$ cat src/rtl/alu_pkg.sv
// Shared types for the ALU sequencing controller: state encoding,
// opcodes and radix-4 Booth decode.
package alu_pkg;

  typedef enum logic [3:0] {
    S_IDLE,
    S_LOAD,
    S_EVAL,
    S_ARITH,
    S_SHIFT,
    S_CORR,
    S_OUT_LO,
    S_OUT_HI,
    S_DONE
  } state_t;

  localparam logic [1:0] OP_ADD = 2'b00;
  localparam logic [1:0] OP_SUB = 2'b01;
  localparam logic [1:0] OP_MUL = 2'b10;
  localparam logic [1:0] OP_DIV = 2'b11;

  localparam logic [2:0] BTH_Z0  = 3'b000;
  localparam logic [2:0] BTH_P1A = 3'b001;
  localparam logic [2:0] BTH_P1B = 3'b010;
  localparam logic [2:0] BTH_P2  = 3'b011;
  localparam logic [2:0] BTH_M2  = 3'b100;
  localparam logic [2:0] BTH_M1A = 3'b101;
  localparam logic [2:0] BTH_M1B = 3'b110;
  localparam logic [2:0] BTH_Z1  = 3'b111;

  typedef struct packed {
    logic add;
    logic sub;
    logic x2;
  } booth_t;

  function automatic booth_t booth_dec(input logic [2:0] q);
    booth_t b;
    b = '0;
    case (q)
      BTH_P1A, BTH_P1B: b.add = 1'b1;
      BTH_P2: begin
        b.add = 1'b1;
        b.x2  = 1'b1;
      end
      BTH_M2: begin
        b.sub = 1'b1;
        b.x2  = 1'b1;
      end
      BTH_M1A, BTH_M1B: b.sub = 1'b1;
      default: b = '0;
    endcase
    return b;
  endfunction

endpackage

$ cat src/rtl/alu_seq_ctrl_if.sv
// Handshake and strobe bundle between the ALU datapath/requester
// (master) and the sequencing controller (slave).
interface alu_seq_ctrl_if;
  logic       bgn;
  logic [1:0] opcode;
  logic [2:0] qbits;
  logic       a_sign;
  logic       div_zero;
  logic       c_ld;
  logic       c_add;
  logic       c_sub;
  logic       c_x2;
  logic       c_shr2;
  logic       c_shl;
  logic       c_qset;
  logic       c_corr;
  logic       c_out_lo;
  logic       c_out_hi;
  logic       busy;
  logic       stop;
  logic       err;

  modport master (
    output bgn, opcode, qbits, a_sign, div_zero,
    input  c_ld, c_add, c_sub, c_x2, c_shr2, c_shl,
    input  c_qset, c_corr, c_out_lo, c_out_hi,
    input  busy, stop, err
  );

  modport slave (
    input  bgn, opcode, qbits, a_sign, div_zero,
    output c_ld, c_add, c_sub, c_x2, c_shr2, c_shl,
    output c_qset, c_corr, c_out_lo, c_out_hi,
    output busy, stop, err
  );
endinterface

$ cat src/rtl/alu_iter_cnt.sv
// Iteration counter: clear, increment, terminal compare.
// Saturates at the terminal value so it never wraps.
module alu_iter_cnt #(
  parameter int CNT_W = 6
) (
  input  logic             clk,
  input  logic             rst,
  input  logic             i_clr,
  input  logic             i_inc,
  input  logic [CNT_W-1:0] i_last,
  output logic             o_term
);

  logic [CNT_W-1:0] r_cnt;

  assign o_term = (r_cnt == i_last);

  always_ff @(posedge clk) begin
    if (rst || i_clr)
      r_cnt <= '0;
    else if (i_inc && !o_term)
      r_cnt <= r_cnt + 1'b1;
  end

endmodule

$ cat src/rtl/alu_seq_ctrl.sv
// Sequencing controller for ADD/SUB/Booth-MUL/non-restoring DIV.
// Optional divide-by-zero short cut: define ALU_DIV0_DETECT_EN.
module alu_seq_ctrl
  import alu_pkg::*;
#(
  parameter int WIDTH = 64,
  parameter int CNT_W = $clog2(WIDTH)
) (
  input  logic           clk,
  input  logic           rst,
  alu_seq_ctrl_if.slave  bus
);

  state_t           r_state;
  state_t           w_nxt;
  logic [1:0]       r_op;
  booth_t           r_bop;
  logic             r_dz;
  logic             w_dz;
  logic             w_term;
  logic             w_clr;
  logic             w_inc;
  logic [CNT_W-1:0] w_last;
  logic             w_mul;
  logic             w_div;

`ifdef ALU_DIV0_DETECT_EN
  assign w_dz = bus.div_zero;
`else
  logic w_unused_dz;
  assign w_unused_dz = bus.div_zero;
  assign w_dz = 1'b0;
`endif

  assign w_mul  = (r_op == OP_MUL);
  assign w_div  = (r_op == OP_DIV);
  assign w_last = w_mul ? CNT_W'(WIDTH/2 - 1)
                        : CNT_W'(WIDTH - 1);
  assign w_clr  = (r_state == S_LOAD);
  assign w_inc  = (r_state == S_SHIFT && w_mul) ||
                  (r_state == S_EVAL && w_div);

  alu_iter_cnt #(.CNT_W(CNT_W)) u_cnt (
    .clk    (clk),
    .rst    (rst),
    .i_clr  (w_clr),
    .i_inc  (w_inc),
    .i_last (w_last),
    .o_term (w_term)
  );

  always_ff @(posedge clk) begin
    if (rst) begin
      r_state <= S_IDLE;
      r_op    <= OP_ADD;
      r_bop   <= '0;
      r_dz    <= 1'b0;
    end else begin
      r_state <= w_nxt;
      if (r_state == S_LOAD) begin
        r_op <= bus.opcode;
        r_dz <= w_dz && (bus.opcode == OP_DIV);
      end
      if (r_state == S_EVAL && w_mul)
        r_bop <= booth_dec(bus.qbits);
    end
  end

  // Booth digit is registered in EVAL so ARITH strobes stay state-decoded.
  always_comb begin
    w_nxt = r_state;
    unique case (r_state)
      S_IDLE:
        if (bus.bgn) w_nxt = S_LOAD;
      S_LOAD:
        unique case (bus.opcode)
          OP_MUL:  w_nxt = S_EVAL;
          OP_DIV:  w_nxt = w_dz ? S_DONE : S_SHIFT;
          default: w_nxt = S_ARITH;
        endcase
      S_EVAL:
        if (w_mul)
          w_nxt = (booth_dec(bus.qbits) != '0) ? S_ARITH
                                               : S_SHIFT;
        else if (w_term)
          w_nxt = bus.a_sign ? S_CORR : S_OUT_LO;
        else
          w_nxt = S_SHIFT;
      S_ARITH:
        if (w_mul)      w_nxt = S_SHIFT;
        else if (w_div) w_nxt = S_EVAL;
        else            w_nxt = S_OUT_LO;
      S_SHIFT:
        if (w_mul) w_nxt = w_term ? S_OUT_LO : S_EVAL;
        else       w_nxt = S_ARITH;
      S_CORR:   w_nxt = S_OUT_LO;
      S_OUT_LO: w_nxt = r_op[1] ? S_OUT_HI : S_DONE;
      S_OUT_HI: w_nxt = S_DONE;
      S_DONE:   w_nxt = S_IDLE;
      default:  w_nxt = S_IDLE;
    endcase
  end

  always_comb begin
    bus.c_ld     = 1'b0;
    bus.c_add    = 1'b0;
    bus.c_sub    = 1'b0;
    bus.c_x2     = 1'b0;
    bus.c_shr2   = 1'b0;
    bus.c_shl    = 1'b0;
    bus.c_qset   = 1'b0;
    bus.c_corr   = 1'b0;
    bus.c_out_lo = 1'b0;
    bus.c_out_hi = 1'b0;
    bus.stop     = 1'b0;
    bus.err      = 1'b0;
    bus.busy     = (r_state != S_IDLE);
    unique case (r_state)
      S_LOAD: bus.c_ld = 1'b1;
      S_EVAL: bus.c_qset = w_div;
      S_ARITH:
        if (w_mul) begin
          bus.c_add = r_bop.add;
          bus.c_sub = r_bop.sub;
          bus.c_x2  = r_bop.x2;
        end else if (w_div) begin
          bus.c_add = bus.a_sign;
          bus.c_sub = !bus.a_sign;
        end else begin
          bus.c_add = (r_op == OP_ADD);
          bus.c_sub = (r_op == OP_SUB);
        end
      S_SHIFT: begin
        bus.c_shr2 = w_mul;
        bus.c_shl  = !w_mul;
      end
      S_CORR: begin
        bus.c_add  = 1'b1;
        bus.c_corr = 1'b1;
      end
      S_OUT_LO: bus.c_out_lo = 1'b1;
      S_OUT_HI: bus.c_out_hi = 1'b1;
      S_DONE: begin
        bus.stop = 1'b1;
        bus.err  = r_dz;
      end
      default: ;
    endcase
  end

endmodule
$ cat src/flat_wrapper.sv
// flat-port wrapper written by rule: the top's interface ports become plain ports
module alu_seq_ctrl_flat import alu_pkg::*;
#(
  parameter int WIDTH = 64,
  parameter int CNT_W = $clog2(WIDTH)
)
  (clk, rst, bus_bgn, bus_opcode, bus_qbits, bus_a_sign, bus_div_zero, bus_c_ld, bus_c_add, bus_c_sub, bus_c_x2, bus_c_shr2, bus_c_shl, bus_c_qset, bus_c_corr, bus_c_out_lo, bus_c_out_hi, bus_busy, bus_stop, bus_err);
  alu_seq_ctrl_if bus_i ();
  input  logic clk;
  input  logic rst;
  input wire logic [$bits(bus_i.bgn)-1:0] bus_bgn;
  input wire logic [$bits(bus_i.opcode)-1:0] bus_opcode;
  input wire logic [$bits(bus_i.qbits)-1:0] bus_qbits;
  input wire logic [$bits(bus_i.a_sign)-1:0] bus_a_sign;
  input wire logic [$bits(bus_i.div_zero)-1:0] bus_div_zero;
  output wire logic [$bits(bus_i.c_ld)-1:0] bus_c_ld;
  output wire logic [$bits(bus_i.c_add)-1:0] bus_c_add;
  output wire logic [$bits(bus_i.c_sub)-1:0] bus_c_sub;
  output wire logic [$bits(bus_i.c_x2)-1:0] bus_c_x2;
  output wire logic [$bits(bus_i.c_shr2)-1:0] bus_c_shr2;
  output wire logic [$bits(bus_i.c_shl)-1:0] bus_c_shl;
  output wire logic [$bits(bus_i.c_qset)-1:0] bus_c_qset;
  output wire logic [$bits(bus_i.c_corr)-1:0] bus_c_corr;
  output wire logic [$bits(bus_i.c_out_lo)-1:0] bus_c_out_lo;
  output wire logic [$bits(bus_i.c_out_hi)-1:0] bus_c_out_hi;
  output wire logic [$bits(bus_i.busy)-1:0] bus_busy;
  output wire logic [$bits(bus_i.stop)-1:0] bus_stop;
  output wire logic [$bits(bus_i.err)-1:0] bus_err;
  assign bus_i.bgn = bus_bgn;
  assign bus_i.opcode = bus_opcode;
  assign bus_i.qbits = bus_qbits;
  assign bus_i.a_sign = bus_a_sign;
  assign bus_i.div_zero = bus_div_zero;
  assign bus_c_ld = bus_i.c_ld;
  assign bus_c_add = bus_i.c_add;
  assign bus_c_sub = bus_i.c_sub;
  assign bus_c_x2 = bus_i.c_x2;
  assign bus_c_shr2 = bus_i.c_shr2;
  assign bus_c_shl = bus_i.c_shl;
  assign bus_c_qset = bus_i.c_qset;
  assign bus_c_corr = bus_i.c_corr;
  assign bus_c_out_lo = bus_i.c_out_lo;
  assign bus_c_out_hi = bus_i.c_out_hi;
  assign bus_busy = bus_i.busy;
  assign bus_stop = bus_i.stop;
  assign bus_err = bus_i.err;
  alu_seq_ctrl #(.WIDTH(WIDTH), .CNT_W(CNT_W)) u_core (.clk(clk), .rst(rst), .bus(bus_i));
endmodule
$ cat config.mk
export PLATFORM = sky130hd
export DESIGN_NAME = alu_seq_ctrl_flat
export DESIGN_NICKNAME = d
export VERILOG_FILES = /design/src/rtl/alu_pkg.sv /design/src/rtl/alu_seq_ctrl_if.sv /design/src/rtl/alu_iter_cnt.sv /design/src/rtl/alu_seq_ctrl.sv /design/src/flat_wrapper.sv
export SDC_FILE = /design/constraint.sdc
export NUM_CORES = 1
export LEC_CHECK = 0
export CAP_MARGIN = 10
export CORE_UTILIZATION = 45
export CTS_BUF_LIST = sky130_fd_sc_hd__clkbuf_4
export DETAILED_ROUTE_END_ITERATION = 10
export PLACE_DENSITY_LB_ADDON = 0.1
export RECOVER_POWER = 50
export SLEW_MARGIN = 20
export SYNTH_ARGS = -nofsm -noshare
export SYNTH_HDL_FRONTEND = slang
export SYNTH_SLANG_ARGS = --single-unit
export TNS_END_PERCENT = 30
$ cat constraint.sdc
create_clock -name clk -period 2.2 [get_ports clk]
set_input_delay 0.33 -clock clk [delete_from_list [all_inputs] [get_ports clk]]
set_output_delay 0.33 -clock clk [all_outputs]
set_load 0.005 [all_outputs]
**Word level (Yosys, flattened, before mapping)**

Cells that the tools add are included.

- Flip-flop bits (word level): 15
- Output and inout bits: 13

- Mux-type cells: 38
- Add/sub/neg operators: 1
- Equal/unequal tests: 21
- Reductions and logical operators: 16

Operators by type and width:

| operator | number |
|---|---|
| case mux 4 bit (8 select lines) | 1 |
| 2-to-1 mux 1 bit | 24 |
| 2-to-1 mux 4 bit | 6 |
| == test 4 x 3 -> 1 bit, second input constant | 4 |
| == test 3 bit, second input constant | 3 |
| 2-to-1 mux 3 bit | 3 |
| == test 2 bit, second input constant | 4 |
| == test 4 x 2 -> 1 bit, second input constant | 2 |
| adder 6 x 1 -> 6 bit, second input constant | 1 |
| == test 3 x 2 -> 1 bit, second input constant | 2 |
| == test 6 bit | 1 |
| 2-to-1 mux 6 bit | 1 |
| case mux 3 bit (2 select lines) | 1 |
| OR reduction 3 bit | 2 |
| == test 4 x 1 -> 1 bit, second input constant | 1 |
| == test 4 bit, second input constant | 1 |
| logical AND 1 bit | 4 |
| zero test 4 bit | 1 |
| nonzero test 4 bit | 1 |
| == test 3 x 1 -> 1 bit, second input constant | 1 |
| zero test 1 bit | 3 |
| nonzero test 3 bit | 1 |
| == test 2 x 1 -> 1 bit, second input constant | 1 |
| zero test 2 bit | 1 |
| 5 further kinds | 6 |

**Logic depth before layout (Yosys ltp)**

Gate-level depths: netlist of run 1.

- Depth in word-level cells: 9
- Gate-level depth with buffers: 6

**Cells and area by module**

From an unflattened synthesis of run 1, not the netlist that was laid out.

- Cells, all modules: 130
- Area total of the unflattened synthesis: 1,084.8 um^2

Modules (own cells, without submodules):

| module | sequential area each (um^2) | area each (um^2) | times used | cells each |
|---|---|---|---|---|
| alu_seq_ctrl | 180.2 | 735.7 | 1 | 89 |
| alu_iter_cnt | 120.1 | 349.1 | 1 | 41 |

**Worst setup path after synthesis of run 1**

No wires, ideal clock.

- Path type: flip-flop to flip-flop
- Start point: register u_core.r_state[2]
- End point: register u_core.u_cnt.r_cnt[5]
- Library setup time: 0.070 ns
- Arrival time: 1.720 ns
- Setup slack: 0.410 ns
- Period minus slack after synthesis: 1.790 ns
- Stages on the path, launching flop included: 6
- Buffers on the path: 0
- Path through: dfxtp_1 > or3b_1 > a211oi_2 > o21ai_2 > or4_1 > a21oi_1

- Word-level cells in the longest chain between the ends: 4

RTL lines:

| item | line | text |
|---|---|---|
| start: declaration | alu_seq_ctrl.sv:14 | `state_t r_state;` |
| start signal: assignment | alu_seq_ctrl.sv:59 | `r_state <= w_nxt;` |
| == test 4 x 3 -> 1 bit or == test 4 x 2 -> 1 bit (tied branches) | alu_seq_ctrl.sv:40, alu_seq_ctrl.sv:41 |  |
| logical AND 1 bit (on tied branches) | alu_seq_ctrl.sv:40, alu_seq_ctrl.sv:41 |  |
| logical OR 1 bit | alu_seq_ctrl.sv:40 | `assign w_inc = (r_state == S_SHIFT && w_mul) \|\|` |
| logical AND 1 bit | alu_iter_cnt.sv:21 | `else if (i_inc && !o_term)` |
| end signal: assignment | alu_iter_cnt.sv:22 | `r_cnt <= r_cnt + 1'b1;` |
| end: declaration | alu_iter_cnt.sv:14 | `logic [CNT_W-1:0] r_cnt;` |

Several ways; a longest one is shown, not always the timed one.
A chain may end at the register's enable or synchronous reset.

**Worst setup path after layout of run 1**

- Start point: register u_core.r_state[0]
- End point: output port bus_c_x2

- Word-level cells in the longest chain between the ends: 2

RTL lines:

| item | line | text |
|---|---|---|
| == test 4 x 2 -> 1 bit | alu_seq_ctrl.sv:118 | `unique case (r_state)` |
| 2-to-1 mux 1 bit | alu_seq_ctrl.sv:118 |  |
| end: declaration | flat_wrapper.sv:19 | `output wire logic [$bits(bus_i.c_x2)-1:0] bus_c_x2;` |

Every way passes these cells.

==> impl_metrics.ini, run 1 <==
[synthesis]
synth_top_cell_by_area = dfxtp_1
synth.distinct_cells = 39
synthCells = 127
synth_edf_count = 0
synthTopCellsByArea = dfxtp_1 (32%), nor2_1 (7.2%), a21oi_1 (6.9%)
synth_ff_type = dfxtp_1
synth-seq-cells = 15
synthArstFlopShare = 0
yosysWarnings = 0
synth_top_area_frac = 0.3183
ys_seq_area_frac = 0.3183
syn_avg_cell_area_sq_um = 7.428
syn_nets = 138
synth_area_sq_um = 943.4

[power_and_ir_drop]
comb_power_share = 0.296
power.density_nw_per_um2 = 547.4
ir_worst_vdd_mv = 0.3462
seqPwrFrac = 0.459
p_leak_uw = 0.0004390
p_int_uw = 471.6
swShare = 0.3087
p_clk_frac = 0.246
p_switching_uw = 210.6

[hold_path]
hp-start = u_core.r_bop[1]$_SDFFE_PP0P_
whs_path_depth = 2
hold_end = u_core.r_bop[1]$_SDFFE_PP0P_
hold_path_class = reg2reg

[cts]
insertion_delay_ns = 0.28
htreeDepth = 1
clk_pin_slew_ns = 0.09
cts_made_buffers = 3
clkSinkCount = 15
clock_path_buffers = 2
post_cts_buffers = 0
clockRootBuffer = clkbuf_4
tritoncts = yes

[timing]
min_period_over_period = 0.9602
fin_crit_ns = 2.113
slew_violations = 0
slew_headroom = 0.5193
hold_viol = 0
max_freq_ghz = 0.4734
whs_ns = 0.4852
rsz0062_at_grt = true
worst_pin_slew_ns = 0.7118
fin_skew_ns = 0.007761
setup_viol = 0

[detailed_routing]
ant_nets = 0
post-route-drc-count = 0
wl_mm = 2.233
drt_first_pass_iters = 5
avgViaCountPerCell = 5.569
drt_iter0_drc = 11
vias = 1008
wl_per_cell_um = 12.34

[die]
die_area_sq_um = 2283
fp.dieW_um = 47.79
die_y_um = 47.79
core_area_sq_um = 1962
start_util = 0.4809
rows = 16
io_pins = 23

[cells_and_area]
fin_cells = 181
n_antenna_cell = 0
synthToLayoutAreaGrowth_pct = 32.10
final_layout_size_suffix_gt1_frac = 0.1364
final_nets = 166

[grt]
antenna_found_initial = 0
grt-ovfl-total = 0
grt.met2_usage = 0.3405
grt_max_degree = 11
grt_pass1_vias = 795
busiest_layer = met2
gr-usage-met3 = 0.08302
grtUsageTotal = 0.2205
use_met1 = 0.2828
grt_pass1_wl_mm = 3.422

[job]
maxCapViolCount = 0

[worst_setup_path]
crit_path_end_kind = primary output
cp.required_ns = 1.87
startpoint_type = flop
rrSetupSlack_ns = 0.17
worst_r2r_path_depth = 5
worstPathMaxFanout = 7
path_class = reg2out
rr_startpoint = u_core.r_state[2]$_SDFFE_PP0P_
r2r-end = u_core.u_cnt.r_cnt[5]$_SDFFE_PP0P_
cp_data_arrival_time_ns = 1.78

[placed_design]
dpl.cell_count = 177
gp_congestion = 0.8278
port_buffers = 20
dpl.hpwl_mm = 1.760

[outcome]
status = finished, final reports clean
-- metrics by stage --
stage	instance area [sq um]	setup TNS, ns	utilization	total power [uW]	setup WS [ns]
global route	1246	-0.1102	0.6352	727.1	-0.03783
global placement	1221	0	0.6224	521.7	0.2048
floorplan	943.4	0	-	424.8	0.4101
CTS	1260	0	0.6422	695.2	0.0009921
detailed placement	1221	0	0.6224	525.3	0.2047
finish	1246	0	0.6352	682.2	0.08748
-- registers in the layout (all words and copies together), names as in the netlist --
register and flops:
u_core.r_bop 3, u_core.r_op 2, u_core.u_cnt.r_cnt 6, u_core.r_state 4
-- logic make-up (layout without fill, tap and decap cells) --
group	count (synthesis)	count (layout)	share of synthesized area
muxes	3	3	0.03183
xor gates and xnor gates	4	4	0.03714
other	1	1	0.003975
AOI/OAI and AO/OA	33	33	0.2215
adders and majority gates	1	1	0.01326
and+or+nand+nor	59	59	0.3249
DFF	15	15	0.3183
buffers and inverters	11	38	0.04907
-- power groups by stage --
stage          registers, uW  clock network (uW)  logic, uW
6_report                 313                 168        202
5_1_grt                  317                 188        222
4_1_cts                  312                 173        210
3_5_place_dp             317                   0        209
3_3_place_gp             316                   0        206
2_1_floorplan            303                   0        122
-- metal layers --
metal | share of wire | wire (um) | vias to the layer above
met4 | 0.014 | 32 | 0
met2 | 0.47 | 1049 | 33
met5 | 0 | 0 | -
met1 | 0.46 | 1019 | 459
li1 | - | - | 512
met3 | 0.059 | 131 | 4
-- worst max path at each step --
| stage | from | end | slack [ns] |
|---|---|---|---|
| final | u_core.r_state[0]$_SDFFE_PP0P_ | bus_c_x2 | 0.09 |
| after floorplan | u_core.r_state[2]$_SDFFE_PP0P_ | u_core.u_cnt.r_cnt[5]$_SDFFE_PP0P_ | 0.41 |
| after global routing | u_core.r_state[1]$_SDFFE_PP0P_ | bus_c_shl | -0.04 |
| after detailed placement | u_core.r_state[2]$_SDFFE_PP0P_ | u_core.u_cnt.r_cnt[5]$_SDFFE_PP0P_ | 0.20 |
| after global placement | u_core.r_state[2]$_SDFFE_PP0P_ | bus_c_shr2 | 0.20 |
| after CTS | u_core.r_op[1]$_SDFFE_PP0P_ | bus_c_x2 | 0.001 |
-- critical path, stage by stage, from the launching register on --
cell and delay (ns):
dfxtp_1 0.45, nand2b_1 0.10, or2_2 0.33, nor2_1 0.12, clkdlybuf4s50_1 0.51
-- layout make-up --
class | instances | area [sq um]
clock buffer | 4 | 30.03
fill | 203 | 715.7
inverter | 4 | 15.01
multi-input combinational | 101 | 599.3
sequential | 15 | 309.0
tap | 27 | 33.78
timing repair buffer | 30 | 259.0
-- layout by cell type (no fill, tap or decap), types with 2 or more instances in the layout --
| master | netlist | final |
|---|---|---|
| a211oi_1 | 1 | 2 |
| buf_4 | 1 | 6 |
| or2_2 | 2 | 2 |
| and2_1 | 2 | 2 |
| clkbuf_1 | 5 | 4 |
| a22oi_1 | 2 | 2 |
| nand2b_1 | 4 | 4 |
| o211ai_1 | 2 | 2 |
| dfxtp_2 | 0 | 4 |
| inv_1 | 4 | 4 |
| nand3_1 | 5 | 5 |
| nor3_1 | 4 | 3 |
| xor2_1 | 3 | 3 |
| or4_1 | 2 | 2 |
| clkbuf_4 | 0 | 4 |
| o21ai_0 | 5 | 5 |
| a21oi_1 | 13 | 13 |
| nor2_1 | 18 | 18 |
| nor4_1 | 2 | 2 |
| mux2i_1 | 3 | 3 |
| nand2_1 | 8 | 8 |
| nor4b_1 | 2 | 2 |
| clkdlybuf4s50_1 | 0 | 19 |
| o31ai_1 | 2 | 2 |
| o22ai_1 | 3 | 3 |
| or3_1 | 2 | 2 |
| dfxtp_1 | 15 | 10 |
| nand4_1 | 2 | 2 |
-- cell usage after synthesis, types with 2 or more instances --
library cell,number
nor2_1,18
dfxtp_1,15
a21oi_1,13
nand2_1,8
clkbuf_1,5
nand3_1,5
o21ai_0,5
inv_1,4
nand2b_1,4
nor3_1,4
mux2i_1,3
o22ai_1,3
xor2_1,3
a22oi_1,2
and2_1,2
nand4_1,2
nor2b_1,2
nor4_1,2
nor4b_1,2
o211ai_1,2
o31ai_1,2
or2_2,2
or3_1,2
or4_1,2
-- what timing repair did --
action                     in CTS  in global routing
hold endpoints to repair        0                  0
setup endpoints to repair       4                  5
gates resized for setup         5                  4
hold buffers                    0                  0
Note: power is estimated with default switching activity, not from simulation.
==> inputs of run 2 (changes only) <==
- CAP_MARGIN: 10 -> default
==> results of run 2 <==
Final layout, timing and power as in run 1 (identical DEF).
==> inputs of run 3 (changes only) <==
- SYNTH_HIERARCHICAL: default -> 1
==> run 3 against run 2 <==
Compared with the run above: core utilization shrank 0.61 points; setup slack worse by 0.10 ns; clock power is essentially flat; critical path type unchanged; flip-flop and latch count is the same; the flow now finishes with violations (setup timing).
==> impl_metrics.ini, run 3 <==
[cells_and_area]
filler_cell_count = 199
regArea_sq_um = 311.5
final_layout_size_suffix_gt1_frac = 0.1801
largestRegisters = u_core/u_cnt/r_cnt x6, u_core/r_state x4, u_core/r_bop x3
final_cell_mix = clkdlybuf4s50_1 (19), nand2_1 (16), dfxtp_1 (10), nor2_1 (9)
largest_reg_flops = 6
synthToLayoutAreaGrowth_pct = 29.53
regMostFlops = u_core/u_cnt/r_cnt
n_antenna_cell = 0
final_common_cell = clkdlybuf4s50_1
final_nets = 173
multiInputGateArea_sq_um = 753.2

[power_and_ir_drop]
power_uw = 685.6
p_leak_uw = 0.0004999
power.density_nw_per_um2 = 487.9
ir_worst_vdd_mv = 0.3268

[outcome]
status = complete, but fails checks
violations = setup timing

[timing]
slew_violations = 0
max_freq_ghz = 0.4516
min_period_over_period = 1.007
hold_viol = 0
fin_crit_ns = 2.214
fin_skew_ns = 0.005968
finalWorstSetupSlack_ns = -0.01447
rsz0062_at_grt = true
slew_headroom = 0.5163
worst_pin_slew_ns = 0.7162
setup_viol = 1

[synthesis]
yosysWarnings = 6
synth_top_cell_by_area = dfxtp_1
synth_area_sq_um = 1085
synth_most_common_cell = nand2_1
synth_ff_type = dfxtp_1
synth-seq-cells = 15
synthCells = 130
syn_avg_cell_area_sq_um = 8.345
synth_common_cells = nand2_1 (16), dfxtp_1 (15), nor2_1 (9)
ys_seq_area_frac = 0.2768
synth_edf_count = 0
synth.distinct_cells = 46
synthTopCellsByArea = dfxtp_1 (28%), nand2_1 (5.5%), nor4b_4 (4.4%)
synth_top_area_frac = 0.2768
synthArstFlopShare = 0

[placed_design]
port_buffers = 20
dpl.hpwl_mm = 1.940
post-place-ws_ns = 0.1280
gp_congestion = 0.9223

[worst_setup_path]
slowest_stage = clkdlybuf4s50_1
max_stage_delay_ns = 0.49
path_class = reg2out
rrSetupSlack_ns = 0.27
startpoint_type = flop
cp_data_arrival_time_ns = 1.88
worstPathMaxFanout = 10
crit_chain = buf_6, nor4bb_4, and3_1, clkdlybuf4s50_1
cp.required_ns = 1.87
crit_path_end_kind = primary output

[hold_path]
hold_path_class = reg2reg

[cts]
cts_made_buffers = 3
tritoncts = yes
hold_buffers = 0
clk_pin_slew_ns = 0.10
clkSinkCount = 15
clock_path_buffers = 2
insertion_delay_ns = 0.29
clockRootBuffer = clkbuf_4
post_cts_buffers = 0
htreeDepth = 1

[die]
start_util = 0.4857
rows = 17
die_y_um = 51.10
fp.dieW_um = 51.10
core_area_sq_um = 2233
die_area_sq_um = 2611
io_pins = 23

[detailed_routing]
wl_per_cell_um = 13.39
ant_nets = 0
drt_iter0_drc = 14
post-route-drc-count = 0
vias = 1043
avgViaCountPerCell = 5.519
wl_mm = 2.530
drt_first_pass_iters = 4

[grt]
grt_max_degree = 15
grtUsageTotal = 0.2089
grt_pass1_vias = 941
grt-ovfl-total = 0
grt_pass1_wl_mm = 4.036
antenna_found_initial = 0

[job]
maxCapViolCount = 0
run 3: changes by cell type in the layout (fill, tap and decap cells not counted), sizes merged, moves of 4 or more:
| cell | previous run | this run |
|---|---|---|
| nand2 | 8 | 16 |
| a31oi | 0 | 4 |
| conb | 1 | 6 |
| nor2 | 18 | 9 |
| a21oi | 13 | 8 |
run 3: cells by family (layout without fill, tap and decap cells):
family / Yosys count / in the layout / synth area share
compound gates: 29 / 29 / 0.1811
xor+xnor: 7 / 7 / 0.05652
fa+ha+maj: 1 / 1 / 0.01153
buf+inv: 8 / 35 / 0.05766
flops: 15 / 15 / 0.2768
mux: 4 / 4 / 0.03806
other cells: 2 / 6 / 0.006923
simple gates: 64 / 64 / 0.3714
run 3: final timing paths:
path                                        from                                  to  depth (start not counted)
hold / removal      u_core/r_bop[1]$_SDFFE_PP0P_        u_core/r_bop[1]$_SDFFE_PP0P_                          2
hold reg to reg     u_core/r_bop[1]$_SDFFE_PP0P_        u_core/r_bop[1]$_SDFFE_PP0P_                          2
setup / recovery  u_core/r_state[2]$_SDFFE_PP0P_                            bus_c_x2                          4
setup reg to reg     u_core/r_op[1]$_SDFFE_PP0P_  u_core/u_cnt/r_cnt[3]$_SDFFE_PP0P_                          7
run 3: critical path: cells and delay by family (launching register included):
family | cells | cell delay (ns)
DFF | 1 | 0.35
buffers and inverters | 2 | 0.64
and+or+nand+nor | 2 | 0.60
run 3: metrics by stage:
step / cells / utilization / TNS [ns] / hold slack, ns / area (sq um)
floorplan: 134 / - / 0 / 0.3991 / 1100
CTS: 189 / 0.6224 / -0.01241 / 0.4607 / 1390
global route: 189 / 0.6291 / -0.07463 / 0.4778 / 1405
detailed placement: 185 / 0.6056 / 0 / 0.4468 / 1353
finish: 189 / 0.6291 / -0.01447 / 0.4596 / 1405
global placement: 185 / 0.6056 / 0 / 0.4457 / 1353
run 3: what timing repair did:
action / 4_1_cts / 5_1_grt
gates cloned: 0 / 0
gates resized for setup: 6 / 6
endpoints found under the setup margin: 5 / 5
hold endpoints to repair: 0 / 0
run 3: power by group:
part           total, uW  internal [uW]  switching, uW
Clock                170           69.2            100
Sequential           311            284           27.2
Combinational        204            110           94.5
run 3: metal layers:
layer | track usage | wire length (um) | vias up | part of all wire
li1 | - | - | 533 | -
met1 | 0.2678 | 1178 | 471 | 0.47
met2 | 0.3465 | 1184 | 33 | 0.47
met3 | 0.01786 | 110 | 6 | 0.043
met4 | 0.1065 | 57 | 0 | 0.023
met5 | 0 | 0 | - | 0
run 3: cell type report:
class / instances / area share
Multi-Input combinational cell: 111 / 0.5361
Timing Repair Buffer: 29 / 0.1870
Inverter: 2 / 0.008905
Tap cell: 28 / 0.02493
Clock inverter: 1 / 0.005343
Clock buffer: 3 / 0.01603
Sequential cell: 15 / 0.2217
